File: src/rtl/safety_monitor_multi_pkg.sv
// Shared types and helpers for the multi-channel motor-current safety monitor.
// Offset-binary codes: mid-scale is zero current.
package safety_pkg;

  typedef enum logic [1:0] {
    MON  = 2'd0,
    OVER = 2'd1,
    TRIP = 2'd2
  } chan_state_t;

  localparam int unsigned CUR_W_DEF = 16;
  localparam logic [CUR_W_DEF-1:0] MID = {1'b1, {(CUR_W_DEF-1){1'b0}}};

  function automatic logic [31:0] mid_code(input int unsigned w);
    return 32'd1 << (w - 1);
  endfunction

  // Distance of an offset-binary code from mid-scale.
  function automatic logic [31:0] mag(input logic [31:0] code, input logic [31:0] mid);
    return (code >= mid) ? (code - mid) : (mid - code);
  endfunction

endpackage

File: src/rtl/safety_monitor_multi_if.sv
// Register/converter-side signal bundle for safety_monitor_multi.
// master = board registers and ADC/DAC side, slave = the monitor.
interface safety_monitor_multi_if
  import safety_pkg::*;
#(
  parameter int unsigned NUM_CH = 4,
  parameter int unsigned CUR_W  = CUR_W_DEF,
  parameter int unsigned TCNT_W = 8
) ();

  logic                     cur_valid;
  logic [NUM_CH*CUR_W-1:0]  cur_fb;
  logic [NUM_CH*CUR_W-1:0]  cur_cmd;
  logic                     cmd_wen;
  logic [NUM_CH-1:0]        ch_enable;
  logic                     clr_wen;
  logic [NUM_CH-1:0]        clr_mask;
  logic [NUM_CH-1:0]        amp_disable;
  logic                     trip_pulse;
  logic [NUM_CH*TCNT_W-1:0] trip_count;

  modport master (
    output cur_valid, cur_fb, cur_cmd, cmd_wen, ch_enable, clr_wen, clr_mask,
    input  amp_disable, trip_pulse, trip_count
  );

  modport slave (
    input  cur_valid, cur_fb, cur_cmd, cmd_wen, ch_enable, clr_wen, clr_mask,
    output amp_disable, trip_pulse, trip_count
  );

endinterface

File: src/rtl/safety_monitor_multi_chan.sv
// One monitored channel: magnitude compare, one register stage, then the
// MON/OVER/TRIP persistence FSM with a saturating trip counter.
module safety_chan
  import safety_pkg::*;
#(
  parameter int unsigned CUR_W   = CUR_W_DEF,
  parameter int unsigned MARGIN  = 32'h0200,
  parameter int unsigned PERSIST = 8,
  parameter int unsigned TCNT_W  = 8
) (
  input  logic              clk,
  input  logic              rst_n,
  input  logic              sample_i,
  input  logic [CUR_W-1:0]  fb_i,
  input  logic [CUR_W-1:0]  cmd_i,
  input  logic              blank_i,
  input  logic              enable_i,
  input  logic              clr_i,
  output logic              amp_disable_o,
  output logic              trip_pulse_o,
  output logic [TCNT_W-1:0] trip_count_o
);

  localparam int unsigned LIM_W  = CUR_W + 2;
  localparam int unsigned PCNT_W = (PERSIST > 1) ? $clog2(PERSIST) : 1;
  localparam logic [31:0] MID_C  = mid_code(CUR_W);

  logic [CUR_W-1:0]  fb_mag;
  logic [CUR_W-1:0]  cmd_mag;
  logic [LIM_W-1:0]  limit;

  logic              valid_q, valid_d;
  logic              over_q,  over_d;
  logic              block_q, block_d;
  chan_state_t       state_q, state_d;
  logic [PCNT_W-1:0] pcnt_q,  pcnt_d;
  logic              pulse_q, pulse_d;
  logic [TCNT_W-1:0] tcnt_q,  tcnt_d;
  logic              enter_trip;

  // Stage 1: sample, over-limit flag and suppression are registered together
  // so the FSM always judges a sample with the conditions of its own cycle.
  always_comb begin
    fb_mag  = CUR_W'(mag(32'(fb_i), MID_C));
    cmd_mag = CUR_W'(mag(32'(cmd_i), MID_C));
    limit   = (LIM_W'(cmd_mag) << 1) + LIM_W'(MARGIN);
    valid_d = sample_i;
    over_d  = LIM_W'(fb_mag) > limit;
    block_d = blank_i | ~enable_i;
  end

  always_comb begin
    state_d    = state_q;
    pcnt_d     = pcnt_q;
    pulse_d    = 1'b0;
    tcnt_d     = tcnt_q;
    enter_trip = 1'b0;

    case (state_q)
      MON: begin
        pcnt_d = '0;
        if (valid_q && !block_q && over_q) begin
          if (PERSIST == 1) begin
            enter_trip = 1'b1;
          end else begin
            state_d = OVER;
            pcnt_d  = PCNT_W'(1);
          end
        end
      end
      OVER: begin
        if (block_q) begin
          state_d = MON;
          pcnt_d  = '0;
        end else if (valid_q) begin
          if (!over_q) begin
            state_d = MON;
            pcnt_d  = '0;
          end else if (pcnt_q == PCNT_W'(PERSIST - 1)) begin
            enter_trip = 1'b1;
          end else begin
            pcnt_d = pcnt_q + 1'b1;
          end
        end
      end
      TRIP: begin
        pcnt_d = '0;
        if (clr_i) begin
          state_d = MON;
        end
      end
      default: begin
        state_d = MON;
        pcnt_d  = '0;
      end
    endcase

    // Clear only acts on a state already in TRIP, so a clear landing on the
    // entry cycle loses to the new trip.
    if (enter_trip) begin
      state_d = TRIP;
      pcnt_d  = '0;
      pulse_d = 1'b1;
      if (tcnt_q != '1) begin
        tcnt_d = tcnt_q + 1'b1;
      end
    end
  end

  always_ff @(posedge clk or negedge rst_n) begin
    if (!rst_n) begin
      valid_q <= 1'b0;
      over_q  <= 1'b0;
      block_q <= 1'b0;
      state_q <= MON;
      pcnt_q  <= '0;
      pulse_q <= 1'b0;
      tcnt_q  <= '0;
    end else begin
      valid_q <= valid_d;
      over_q  <= over_d;
      block_q <= block_d;
      state_q <= state_d;
      pcnt_q  <= pcnt_d;
      pulse_q <= pulse_d;
      tcnt_q  <= tcnt_d;
    end
  end

  assign amp_disable_o = (state_q == TRIP);
  assign trip_pulse_o  = pulse_q;
  assign trip_count_o  = tcnt_q;

endmodule

File: src/rtl/safety_monitor_multi.sv
// N-channel motor-current safety monitor: shared post-command blanking timer
// plus one safety_chan per channel; trip pulses are merged into one strobe.
module safety_monitor_multi
  import safety_pkg::*;
#(
  parameter int unsigned NUM_CH    = 4,
  parameter int unsigned CUR_W     = CUR_W_DEF,
  parameter int unsigned MARGIN    = 32'h0200,
  parameter int unsigned PERSIST   = 8,
  parameter int unsigned BLANK_CYC = 4096,
  parameter int unsigned TCNT_W    = 8
) (
  input  logic                   sysclk,
  input  logic                   reset,
  safety_monitor_multi_if.slave  bus
);

  localparam int unsigned BLANK_W = (BLANK_CYC > 0) ? $clog2(BLANK_CYC + 1) : 1;

  logic [BLANK_W-1:0]       blank_q, blank_d;
  logic                     blank_now;
  logic [NUM_CH-1:0]        amp_w;
  logic [NUM_CH-1:0]        pulse_w;
  logic [NUM_CH*TCNT_W-1:0] tcnt_w;

  // A command write blanks its own cycle too, so a coincident sample is ignored.
  always_comb begin
    blank_d = blank_q;
    if (bus.cmd_wen) begin
      blank_d = BLANK_W'(BLANK_CYC);
    end else if (blank_q != '0) begin
      blank_d = blank_q - 1'b1;
    end
    blank_now = bus.cmd_wen | (blank_q != '0);
  end

  always_ff @(posedge sysclk or negedge reset) begin
    if (!reset) begin
      blank_q <= '0;
    end else begin
      blank_q <= blank_d;
    end
  end

  for (genvar g = 0; g < NUM_CH; g++) begin : g_chan
    safety_chan #(
      .CUR_W   (CUR_W),
      .MARGIN  (MARGIN),
      .PERSIST (PERSIST),
      .TCNT_W  (TCNT_W)
    ) u_chan (
      .clk           (sysclk),
      .rst_n         (reset),
      .sample_i      (bus.cur_valid),
      .fb_i          (bus.cur_fb[g*CUR_W +: CUR_W]),
      .cmd_i         (bus.cur_cmd[g*CUR_W +: CUR_W]),
      .blank_i       (blank_now),
      .enable_i      (bus.ch_enable[g]),
      .clr_i         (bus.clr_wen & bus.clr_mask[g]),
      .amp_disable_o (amp_w[g]),
      .trip_pulse_o  (pulse_w[g]),
      .trip_count_o  (tcnt_w[g*TCNT_W +: TCNT_W])
    );
  end

  assign bus.amp_disable = amp_w;
  assign bus.trip_pulse  = |pulse_w;
  assign bus.trip_count  = tcnt_w;

endmodule
File: src/flat_wrapper.sv
// flat-port wrapper written by rule: the top's interface ports become plain ports
module safety_monitor_multi_flat import safety_pkg::*;
#(
  parameter int unsigned NUM_CH    = 4,
  parameter int unsigned CUR_W     = CUR_W_DEF,
  parameter int unsigned MARGIN    = 32'h0200,
  parameter int unsigned PERSIST   = 8,
  parameter int unsigned BLANK_CYC = 4096,
  parameter int unsigned TCNT_W    = 8
)
  (sysclk, reset, bus_cur_valid, bus_cur_fb, bus_cur_cmd, bus_cmd_wen, bus_ch_enable, bus_clr_wen, bus_clr_mask, bus_amp_disable, bus_trip_pulse, bus_trip_count);
  safety_monitor_multi_if #(.NUM_CH(NUM_CH), .CUR_W(CUR_W), .TCNT_W(TCNT_W)) bus_i ();
  input  logic sysclk;
  input  logic reset;
  input wire logic [$bits(bus_i.cur_valid)-1:0] bus_cur_valid;
  input wire logic [$bits(bus_i.cur_fb)-1:0] bus_cur_fb;
  input wire logic [$bits(bus_i.cur_cmd)-1:0] bus_cur_cmd;
  input wire logic [$bits(bus_i.cmd_wen)-1:0] bus_cmd_wen;
  input wire logic [$bits(bus_i.ch_enable)-1:0] bus_ch_enable;
  input wire logic [$bits(bus_i.clr_wen)-1:0] bus_clr_wen;
  input wire logic [$bits(bus_i.clr_mask)-1:0] bus_clr_mask;
  output wire logic [$bits(bus_i.amp_disable)-1:0] bus_amp_disable;
  output wire logic [$bits(bus_i.trip_pulse)-1:0] bus_trip_pulse;
  output wire logic [$bits(bus_i.trip_count)-1:0] bus_trip_count;
  assign bus_i.cur_valid = bus_cur_valid;
  assign bus_i.cur_fb = bus_cur_fb;
  assign bus_i.cur_cmd = bus_cur_cmd;
  assign bus_i.cmd_wen = bus_cmd_wen;
  assign bus_i.ch_enable = bus_ch_enable;
  assign bus_i.clr_wen = bus_clr_wen;
  assign bus_i.clr_mask = bus_clr_mask;
  assign bus_amp_disable = bus_i.amp_disable;
  assign bus_trip_pulse = bus_i.trip_pulse;
  assign bus_trip_count = bus_i.trip_count;
  safety_monitor_multi #(.NUM_CH(NUM_CH), .CUR_W(CUR_W), .MARGIN(MARGIN), .PERSIST(PERSIST), .BLANK_CYC(BLANK_CYC), .TCNT_W(TCNT_W)) u_core (.sysclk(sysclk), .reset(reset), .bus(bus_i));
endmodule
File: config.mk
export PLATFORM = sky130hd
export DESIGN_NAME = safety_monitor_multi_flat
export DESIGN_NICKNAME = d
export VERILOG_FILES = /design/src/rtl/safety_monitor_multi_pkg.sv /design/src/rtl/safety_monitor_multi_if.sv /design/src/rtl/safety_monitor_multi_chan.sv /design/src/rtl/safety_monitor_multi.sv /design/src/flat_wrapper.sv
export SDC_FILE = /design/constraint.sdc
export NUM_CORES = 1
export LEC_CHECK = 0
export BUFFER_PORTS_ARGS = -buffer_cell sky130_fd_sc_hd__clkbuf_2
export CORE_MARGIN = 5
export CORE_UTILIZATION = 35
export DETAILED_ROUTE_END_ITERATION = 6
export MAX_ROUTING_LAYER = met4
export PLACE_DENSITY = 0.56
export SKIP_CTS_REPAIR_TIMING = 1
export SLEW_MARGIN = 10
export SYNTH_ARGS = -nofsm -noshare
export SYNTH_HDL_FRONTEND = slang
export SYNTH_HIERARCHICAL = 1
export SYNTH_SLANG_ARGS = --single-unit
File: constraint.sdc
create_clock -name sysclk -period 2.25 [get_ports sysclk]
set_input_delay 0.45 -clock sysclk [delete_from_list [all_inputs] [get_ports sysclk]]
set_output_delay 0.45 -clock sysclk [all_outputs]
set_load 0.005 [all_outputs]
======== Word-level counts from Yosys, hierarchy flattened ========
Index checks and enable logic that the tools add are counted.
cells by class
  add/subtract/negate cells ............... 29
  $lt $le $gt $ge ......................... 12
  eq/ne operators ......................... 36
  muxes and demuxes ....................... 90
  bitwise operators ....................... 13
  reductions and logical operators ........ 31
operators by type and width
  kind                      number
  $ge A16 B16 Y1 const B    8
  $mux W16                  8
  $sub A16 B16 Y16 const A  8
  $sub A16 B16 Y16 const B  8
  $add A17 B10 Y18 const B  4
  $gt A16 B18 Y1            4
  $mux W3                   20
  $mux W2                   24
  $add A8 B1 Y8 const B     4
  $ne A8 B8 Y1 const B      4
  $mux W1                   28
  $mux W13                  2
  $pmux W2 S3               4
  $pmux W3 S2               4
  $ne A4 B4 Y1 const B      5
  $ne A5 B5 Y1 const B      4
  $reduce_and A2 Y1         8
  $reduce_and A4 Y1         4
  $reduce_bool A13 Y1       1
  $sub A13 B1 Y13 const B   1
  $add A3 B1 Y3 const B     4
  $eq A3 B3 Y1 const B      4
  $ne A3 B2 Y1 const B      4
  $ne A3 B3 Y1 const B      4
  other kinds (11)          42
word-level totals
  register bits after elaboration ......... 78

======== Longest topological paths before layout ========
Gate-level depths: netlist of the first run.
  depth in word-level cells ............... 8
  depth in mapped cells ................... 16

======== Hierarchy ========
Netlist of the first run, hierarchy kept.
modules (own cells, without submodules)
  module                                      times used  cells each  area each (um^2)
  safety_chan at u_core.g_chan[0].u_chan ...  2           226         1894.3
  safety_chan at u_core.g_chan[2].u_chan      1           225         1949.4
  safety_chan at u_core.g_chan[3].u_chan      1           226         1880.6
  safety_monitor_multi                        1           85          830.8

======== Worst setup path after synthesis of the first run ========
Ideal clock, no wire load.
  path kind ............................... input -> register
  start ................................... input bus_cur_cmd[37]
  end ..................................... register u_core.g_chan[2].u_chan.over_q
  arrival time ............................ 3068 ps
  required time ........................... 2111 ps
  path slack .............................. -957 ps
  stages on the path ...................... 13
  buffers on the path ..................... 0
  cell sequence ........................... or4_4 > nor2_1 > a21oi_1 > xor2_1 > ha_1 > inv_1 > a2111oi_4 > xnor2_1 > ha_1 > a211o_1 > a221oi_1 > o21a_1 > a311oi_1
between the ends
  longest elaborated chain between the ends .. 4
  elaborated cells on any way between the ends .. 6
  those cells by class .................... add/sub: 3; order compare: 2; mux: 1
RTL lines
  item                                                       line                              source
  start: declaration                                         flat_wrapper.sv:17                input wire logic [$bits(bus_i.cur_cmd)-1:0] bus_cur_cmd;
  $sub A16 B16 Y16 / $ge A16 B16 Y1 (equally long branches)  safety_monitor_multi_pkg.sv:20    return (code >= mid) ? (code - mid) : (mid - code);
  $mux W16 (*)                                               safety_monitor_multi_pkg.sv:20
  $add A17 B10 Y18 (*)                                       safety_monitor_multi_chan.sv:46   limit = (LIM_W'(cmd_mag) << 1) + LIM_W'(MARGIN);
  $gt A16 B18 Y1 (*)                                         safety_monitor_multi_chan.sv:48   over_d = LIM_W'(fb_mag) > limit;
  via u_core.g_chan[2].u_chan.over_d                         safety_monitor_multi_chan.sv:33   logic over_q, over_d;
  end signal: assignment                                     safety_monitor_multi_chan.sv:121  over_q <= over_d;
  end: declaration                                           safety_monitor_multi_chan.sv:33
Mark *: on every way through the listed nets, which the timed path passes. The rest lies on a longest branch.
A chain may end at the register's enable or synchronous reset.

======== Worst setup path in the final report of the first run ========
  start ................................... input bus_cur_cmd[36]
  end ..................................... register u_core.g_chan[2].u_chan.over_q
The elaborated chain is that of the path after synthesis.

==> out/qor.json, run 1 <==
{
  "global_route": {
    "grt_pass1_wl_um": 37800,
    "grt_pass1_vias": 8141,
    "grtUsageTotal_pct": 17.0,
    "grt_overflow": 0,
    "grt_start_max_net_pins": 50,
    "antenna_found_initial": 0
  },
  "placement": {
    "pre_cts_ws_ns": -1.03,
    "post-place-cells": 1689,
    "numPortBuffers": 177,
    "finalWeightedCongestion": 0.880,
    "hpwl_after_detailed_placement_um": 19200,
    "placed_cell_area_sq_um": 11400
  },
  "detailed_routing": {
    "num_vias": 8375,
    "post_drt_via_cell_ratio": 4.89,
    "average_detailed_routed_wire_length_per_instance_um": 13.4,
    "antenna_violating_nets_post_route": 0,
    "dr.pass1.iters": 4,
    "detail_route.iter0.violations": 317,
    "wl_um": 22900,
    "detail_route.drc_violations": 0
  },
  "yosys": {
    "yosys_register_bits": 81,
    "unique_cell_type_count_in_the_yosys_netlist": 80,
    "top_cells_by_area_synth": "sky130_fd_sc_hd__dfrtp_1 24%, sky130_fd_sc_hd__ha_1 13%, sky130_fd_sc_hd__xor2_1 7.9%, sky130_fd_sc_hd__xnor2_1 7.2%, sky130_fd_sc_hd__nor2_1 5.6%",
    "synth_edf_count": 0,
    "ys_dominant_reg_cell": "sky130_fd_sc_hd__dfrtp_1",
    "synth_largest_area_cell": "sky130_fd_sc_hd__dfrtp_1",
    "sequential_cell_area_fraction_in_the_yosys_report_pct": 24.0,
    "synth_async_sr_flop_share_pct": 100,
    "synthesis.yosys.warnings": 6,
    "syn-instance-count": 988,
    "syn_nets": 1215,
    "yosys.area.top_type_share_pct": 24.0,
    "mappedNetlistArea_sq_um": 8450,
    "avgSynthCellArea_sq_um": 8.55
  },
  "hold_path": {
    "hold_class": "primary input to asynchronous set/reset pin"
  },
  "run_status": {
    "failed_checks": "negative setup slack",
    "run_status": "finished with violations"
  },
  "cells_and_area": {
    "final_cell_count_no_fill": 1713,
    "relative_area_change_from_synthesis_to_final_layout_pct": 41.4,
    "diodes": 0,
    "layout.core_utilization_pct": 50.6,
    "fillerInstances": 2300,
    "net_count_final": 1616,
    "drive_above_1_share_pct": 37.4,
    "design_area_sq_um": 11900
  },
  "cts": {
    "maximum_count_of_clock_buffers_along_a_single_path": 2,
    "clock_sink_count": 81,
    "clock_tree.root_cell": "sky130_fd_sc_hd__clkbuf_16",
    "clk-insertion-delay-late_ns": 0.34,
    "tritoncts.num_buffers": 9,
    "cts_max_level": 3,
    "cts_tree": "built",
    "clk_pin_slew_worst_paths_ns": 0.06
  },
  "power": {
    "power-per-cell-area_nw_per_um2": 466,
    "peakVddDrop_v": 0.000357,
    "cellLeakagePower_nw": 5.89,
    "totalPowerFinal_mw": 5.56
  },
  "critical_path": {
    "path_class": "primary input to flop",
    "max_stage_delay_ns": 0.57,
    "critical_path_peak_fanout": 3,
    "cell_by_cell_listing_of_the_critical_path": "clkbuf_2, or4_4, buf_4, o31ai_2, a31oi_2, a2111oi_4, xnor2_1, ha_1, a211o_1, a221oi_2, o21a_1, a311oi_1",
    "worst_setup_start_kind": "primary input",
    "critical_path_arrival_ns": 3.15,
    "cp-end-kind": "flop",
    "crit_slowest_cell": "sky130_fd_sc_hd__or4_4",
    "cp.required_ns": 2.46,
    "reg2reg_slack_ns": 0.14
  },
  "floorplanning": {
    "die_y_um": 165,
    "floorplan.rows": 56,
    "initial_core_util_pct": 35.8,
    "die_x_um": 165,
    "floorplan.die_area_sq_um": 27300,
    "core_area_sq_um": 23600,
    "io-pin-count": 178
  },
  "timing": {
    "final_min_period_over_clock_period_pct": 130,
    "achievable-frequency_ghz": 0.341,
    "final_critical_path_setup_slack_ns": -0.686,
    "clock-skew-final_ns": 0.00892,
    "final_max_slew_viol_count": 0,
    "finish_stage_setup_viols": 4,
    "max-slew-margin-rel_pct": 69.9,
    "worst_pin_slew_ns": 0.446,
    "timing_hold_violations_final": 0,
    "rsz0062_at_grt": "yes",
    "finalWorstPathRequiredPeriod_ns": 2.94
  },
  "flow_run": {
    "maxCapViolCount": 0
  }
}
[flip-flops by register name, indices dropped and copies added (netlist names)]
name / cells
u_core/g_chan.u_chan/pcnt_q: 12
u_core/g_chan.u_chan/state_q: 8
u_core/g_chan.u_chan/valid_q: 4
u_core/blank_q: 13
u_core/g_chan.u_chan/over_q: 4
u_core/g_chan.u_chan/block_q: 4
u_core/g_chan.u_chan/trip_pulse_o: 4
u_core/g_chan.u_chan/trip_count_o: 32
[cells by family (layout without fill, tap and decap cells)]
logic type / after synthesis / after routing / share of synthesized area (%)
compound gates: 188 / 188 / 15.4
xor+xnor: 151 / 151 / 16.2
fa+ha+maj: 86 / 86 / 12.7
buf+inv: 68 / 474 / 3.29
flops: 81 / 81 / 24.0
mux: 14 / 14 / 1.79
simple gates: 400 / 400 / 26.6
[cells in the final DEF, fill, tap and decap left out, types with 39 or more instances in the layout]
cell / instances
sky130_fd_sc_hd__dfrtp_1: 81
sky130_fd_sc_hd__buf_4: 230
sky130_fd_sc_hd__a21oi_1: 71
sky130_fd_sc_hd__clkbuf_2: 175
sky130_fd_sc_hd__xnor2_1: 69
sky130_fd_sc_hd__nor3_1: 39
sky130_fd_sc_hd__nor2_1: 121
sky130_fd_sc_hd__nand2_1: 41
sky130_fd_sc_hd__inv_1: 47
sky130_fd_sc_hd__ha_1: 81
sky130_fd_sc_hd__xor2_1: 75
[power by group]
part	total, mW	switching, mW	internal (mW)	leakage, nW
clock network	1.59	0.588	1.00	0.159
registers	1.76	0.187	1.57	1.09
logic	2.22	1.08	1.13	4.65
total	5.56	1.86	3.70	5.89
[cell type report]
type | instances | area, sq um | share of cell area [%]
clock inverters | 5 | 78.8 | 0.660
well taps | 319 | 399 | 3.34
inverters | 48 | 180 | 1.51
multi-input cells | 839 | 6340 | 53.1
clock buffers | 11 | 243 | 2.03
repair buffers | 410 | 2670 | 22.4
flip-flops and latches | 81 | 2030 | 17.0
[worst max-delay path: cells and delay by family]
kind | cells | cell delay, ns
fa+ha+maj | 1 | 0.28
xor+xnor | 1 | 0.16
simple gates | 1 | 0.57
buf+inv | 2 | 0.25
compound gates | 7 | 1.44
[layer usage]
layer  wire [um]  GRT usage (%)  share of wire, %
met4         394           4.12               1.7
met3         751           1.94               3.3
met5           0              -                 0
met1       11000           22.9                48
met2       10800           27.7                47
[path summary, 6_finish.rpt]
| check | from | end | cells after the start |
|---|---|---|---|
| max | bus_cur_cmd[36] | u_core/g_chan[2].u_chan/over_q | 12 |
| min | reset | u_core/g_chan[3].u_chan/trip_count_o[2] | 1 |
| max reg2reg | u_core/g_chan[3].u_chan/pcnt_q[0] | u_core/g_chan[3].u_chan/trip_count_o[1] | 7 |
| min reg2reg | u_core/g_chan[0].u_chan/block_q | u_core/g_chan[0].u_chan/state_q[0] | 1 |
| max in group asynchronous | reset | u_core/g_chan[0].u_chan/block_q | 2 |
| min in group sysclk | bus_cur_valid | u_core/g_chan[3].u_chan/valid_q | 1 |
[Yosys cell counts (all sizes together) (6+ instances only)]
cell type	instances
inv	48
nand3	25
a21oi	77
nor2	127
o21ai	20
and2	12
a21o	14
nor4	23
a31oi	27
and3	17
xor2	78
mux2i	8
clkbuf	6
nor3b	7
buf	14
or4	12
nor2b	13
ha	86
mux2	6
nor3	45
nand4	34
nand2b	19
xnor2	73
a32oi	7
dfrtp	81
nand2	44
[per-stage QoR]
step | setup TNS (ns) | hold slack (ns)
floorplan | -2.35 | 0.154
global placement | -3.51 | 0.429
detailed placement | -3.65 | 0.434
CTS | -2.18 | 0.0649
global route | -2.54 | 0.0913
finish | -1.98 | 0.0500
(Power assumes the default switching activity.)
==> run 2, diff against run 1 <==
Settings changed: CELL_PAD_IN_SITES_DETAIL_PLACEMENT set to 1, CELL_PAD_IN_SITES_GLOBAL_PLACEMENT set to 2, CORE_UTILIZATION 35 to 33, MAX_ROUTING_LAYER met4 to unset, PLACE_DENSITY 0.56 to 0.82, RECOVER_POWER set to 100.
==> out/qor.json, run 2 (same netlist as run 1, synthesis figures left out) <==
{
  "run_status": {
    "run_status": "finished with violations",
    "failed_checks": "negative setup slack"
  },
  "timing": {
    "final_critical_path_setup_slack_ns": -0.690,
    "clock-skew-final_ns": 0.00468,
    "achievable-frequency_ghz": 0.340,
    "worst_pin_slew_ns": 1.05,
    "finish_stage_setup_viols": 4,
    "tns_ns": -2.22,
    "max-slew-margin-rel_pct": 30.0,
    "rsz0062_at_grt": "yes",
    "holdWs_ns": 0.274,
    "timing_hold_violations_final": 0,
    "finalWorstPathRequiredPeriod_ns": 2.94,
    "final_min_period_over_clock_period_pct": 131,
    "final_max_slew_viol_count": 0
  },
  "detailed_routing": {
    "detail_route.drc_violations": 0,
    "post_drt_via_cell_ratio": 5.10,
    "num_vias": 8783,
    "average_detailed_routed_wire_length_per_instance_um": 15.5,
    "detail_route.iter0.violations": 299,
    "wl_um": 26700,
    "antenna_violating_nets_post_route": 0,
    "dr.pass1.iters": 4
  },
  "placement": {
    "placed_cell_area_sq_um": 11400,
    "finalWeightedCongestion": 0.855,
    "hpwl_after_detailed_placement_um": 22300,
    "pre_cts_ws_ns": -1.08,
    "post-place-cells": 1694,
    "numPortBuffers": 177
  },
  "global_route": {
    "grt_overflow": 0,
    "grt_start_max_net_pins": 44,
    "grtUsageTotal_pct": 17.7,
    "grt_pass1_wl_um": 43200,
    "antenna_found_initial": 1,
    "grt_pass1_vias": 9192
  },
  "power": {
    "combinationalPowerShare_pct": 41.5,
    "totalPowerFinal_mw": 5.61,
    "power.sequential.fraction_pct": 31.2,
    "cellLeakagePower_nw": 5.81,
    "internal_power_mw": 3.63,
    "peakVddDrop_v": 0.000469,
    "p_clk_share_pct": 27.3,
    "power-per-cell-area_nw_per_um2": 469,
    "power.switching_mw": 1.97,
    "switching_share_pct": 35.2
  },
  "cells_and_area": {
    "net_count_final": 1613,
    "final_cell_mix": "224 x sky130_fd_sc_hd__buf_4, 150 x sky130_fd_sc_hd__clkbuf_2, 120 x sky130_fd_sc_hd__nor2_1",
    "layout.core_utilization_pct": 47.5,
    "final_cell_count_no_fill": 1722,
    "drive_above_1_share_pct": 36.3,
    "relative_area_change_from_synthesis_to_final_layout_pct": 41.6,
    "largest_reg_flops": 32,
    "design_area_sq_um": 12000,
    "final_common_cell": "sky130_fd_sc_hd__buf_4"
  },
  "cts": {
    "clock_tree.root_cell": "sky130_fd_sc_hd__clkbuf_16",
    "clk_pin_slew_worst_paths_ns": 0.06,
    "clk-insertion-delay-late_ns": 0.34,
    "tritoncts.num_buffers": 9,
    "cts_tree": "built",
    "maximum_count_of_clock_buffers_along_a_single_path": 2,
    "cts_max_level": 3,
    "clock_sink_count": 81
  },
  "flow_run": {
    "maxCapViolCount": 0
  },
  "floorplanning": {
    "die_y_um": 170,
    "die_x_um": 170,
    "floorplan.rows": 58,
    "initial_core_util_pct": 33.6,
    "io-pin-count": 178,
    "core_area_sq_um": 25200,
    "floorplan.die_area_sq_um": 28900
  },
  "critical_path": {
    "path_class": "primary input to flop",
    "cp-end-kind": "flop",
    "cp.required_ns": 2.46,
    "worst_setup_start_kind": "primary input",
    "critical_path_peak_fanout": 3,
    "reg2regPathDepth": 8,
    "critical_path_arrival_ns": 3.15
  },
  "hold_path": {
    "hold_class": "primary input to flop",
    "worst_hold_path.num_cells": 2
  }
}
[run 2: power groups by stage]
stage | Combinational, mW | Sequential (mW) | Clock (mW)
after detailed placement | 2.25 | 1.78 | 0
after floorplan | 1.34 | 1.73 | 0
after CTS | 2.27 | 1.76 | 1.59
final | 2.33 | 1.75 | 1.53
after global routing | 2.62 | 1.76 | 1.65
after global placement | 2.16 | 1.77 | 0
[run 2: worst max-delay path: stages]
cell,delay (ns)
sky130_fd_sc_hd__clkbuf_2,0.09
sky130_fd_sc_hd__or4_4,0.58
sky130_fd_sc_hd__nor3_4,0.16
sky130_fd_sc_hd__a21oi_2,0.08
sky130_fd_sc_hd__xor2_1,0.16
sky130_fd_sc_hd__ha_2,0.20
sky130_fd_sc_hd__inv_2,0.06
sky130_fd_sc_hd__a2111oi_4,0.20
sky130_fd_sc_hd__xnor2_1,0.13
sky130_fd_sc_hd__ha_1,0.34
sky130_fd_sc_hd__a211o_1,0.31
sky130_fd_sc_hd__a221oi_2,0.19
sky130_fd_sc_hd__o21a_1,0.16
sky130_fd_sc_hd__a311oi_1,0.04
[run 2: cell type report]
cell class,instances,area (sq um)
Antenna cell,1,2.50
Clock buffer,10,239
Clock inverter,6,73.8
Fill cell,3082,13200
Inverter,48,180
Multi-Input combinational cell,839,6400
Sequential cell,81,2030
Tap cell,330,413
Timing Repair Buffer,407,2630
[run 2: per-layer routing]
metal  up-vias  global-route usage, %  part of all wire (%)
met5         -                      0                     0
met4         0                   2.74                  0.94
met3        14                   3.00                   3.8
met2       125                   32.3                    51
met1      4253                   22.5                    44
li1       4391                      -                     -
[run 2: final timing paths]
check	from	endpoint	slack, ns
worst min register to register	u_core/g_chan[3].u_chan/trip_count_o[4]	u_core/g_chan[3].u_chan/trip_count_o[4]	0.50
worst max-delay path	bus_cur_cmd[34]	u_core/g_chan[2].u_chan/over_q	-0.69
worst min-delay path	bus_ch_enable[3]	u_core/g_chan[3].u_chan/block_q	0.27
max in group asynchronous	reset	u_core/g_chan[2].u_chan/trip_count_o[7]	0.78
worst max register to register	u_core/g_chan[2].u_chan/pcnt_q[0]	u_core/g_chan[2].u_chan/trip_count_o[7]	0.01
min in group asynchronous	reset	u_core/g_chan[1].u_chan/trip_count_o[3]	0.28
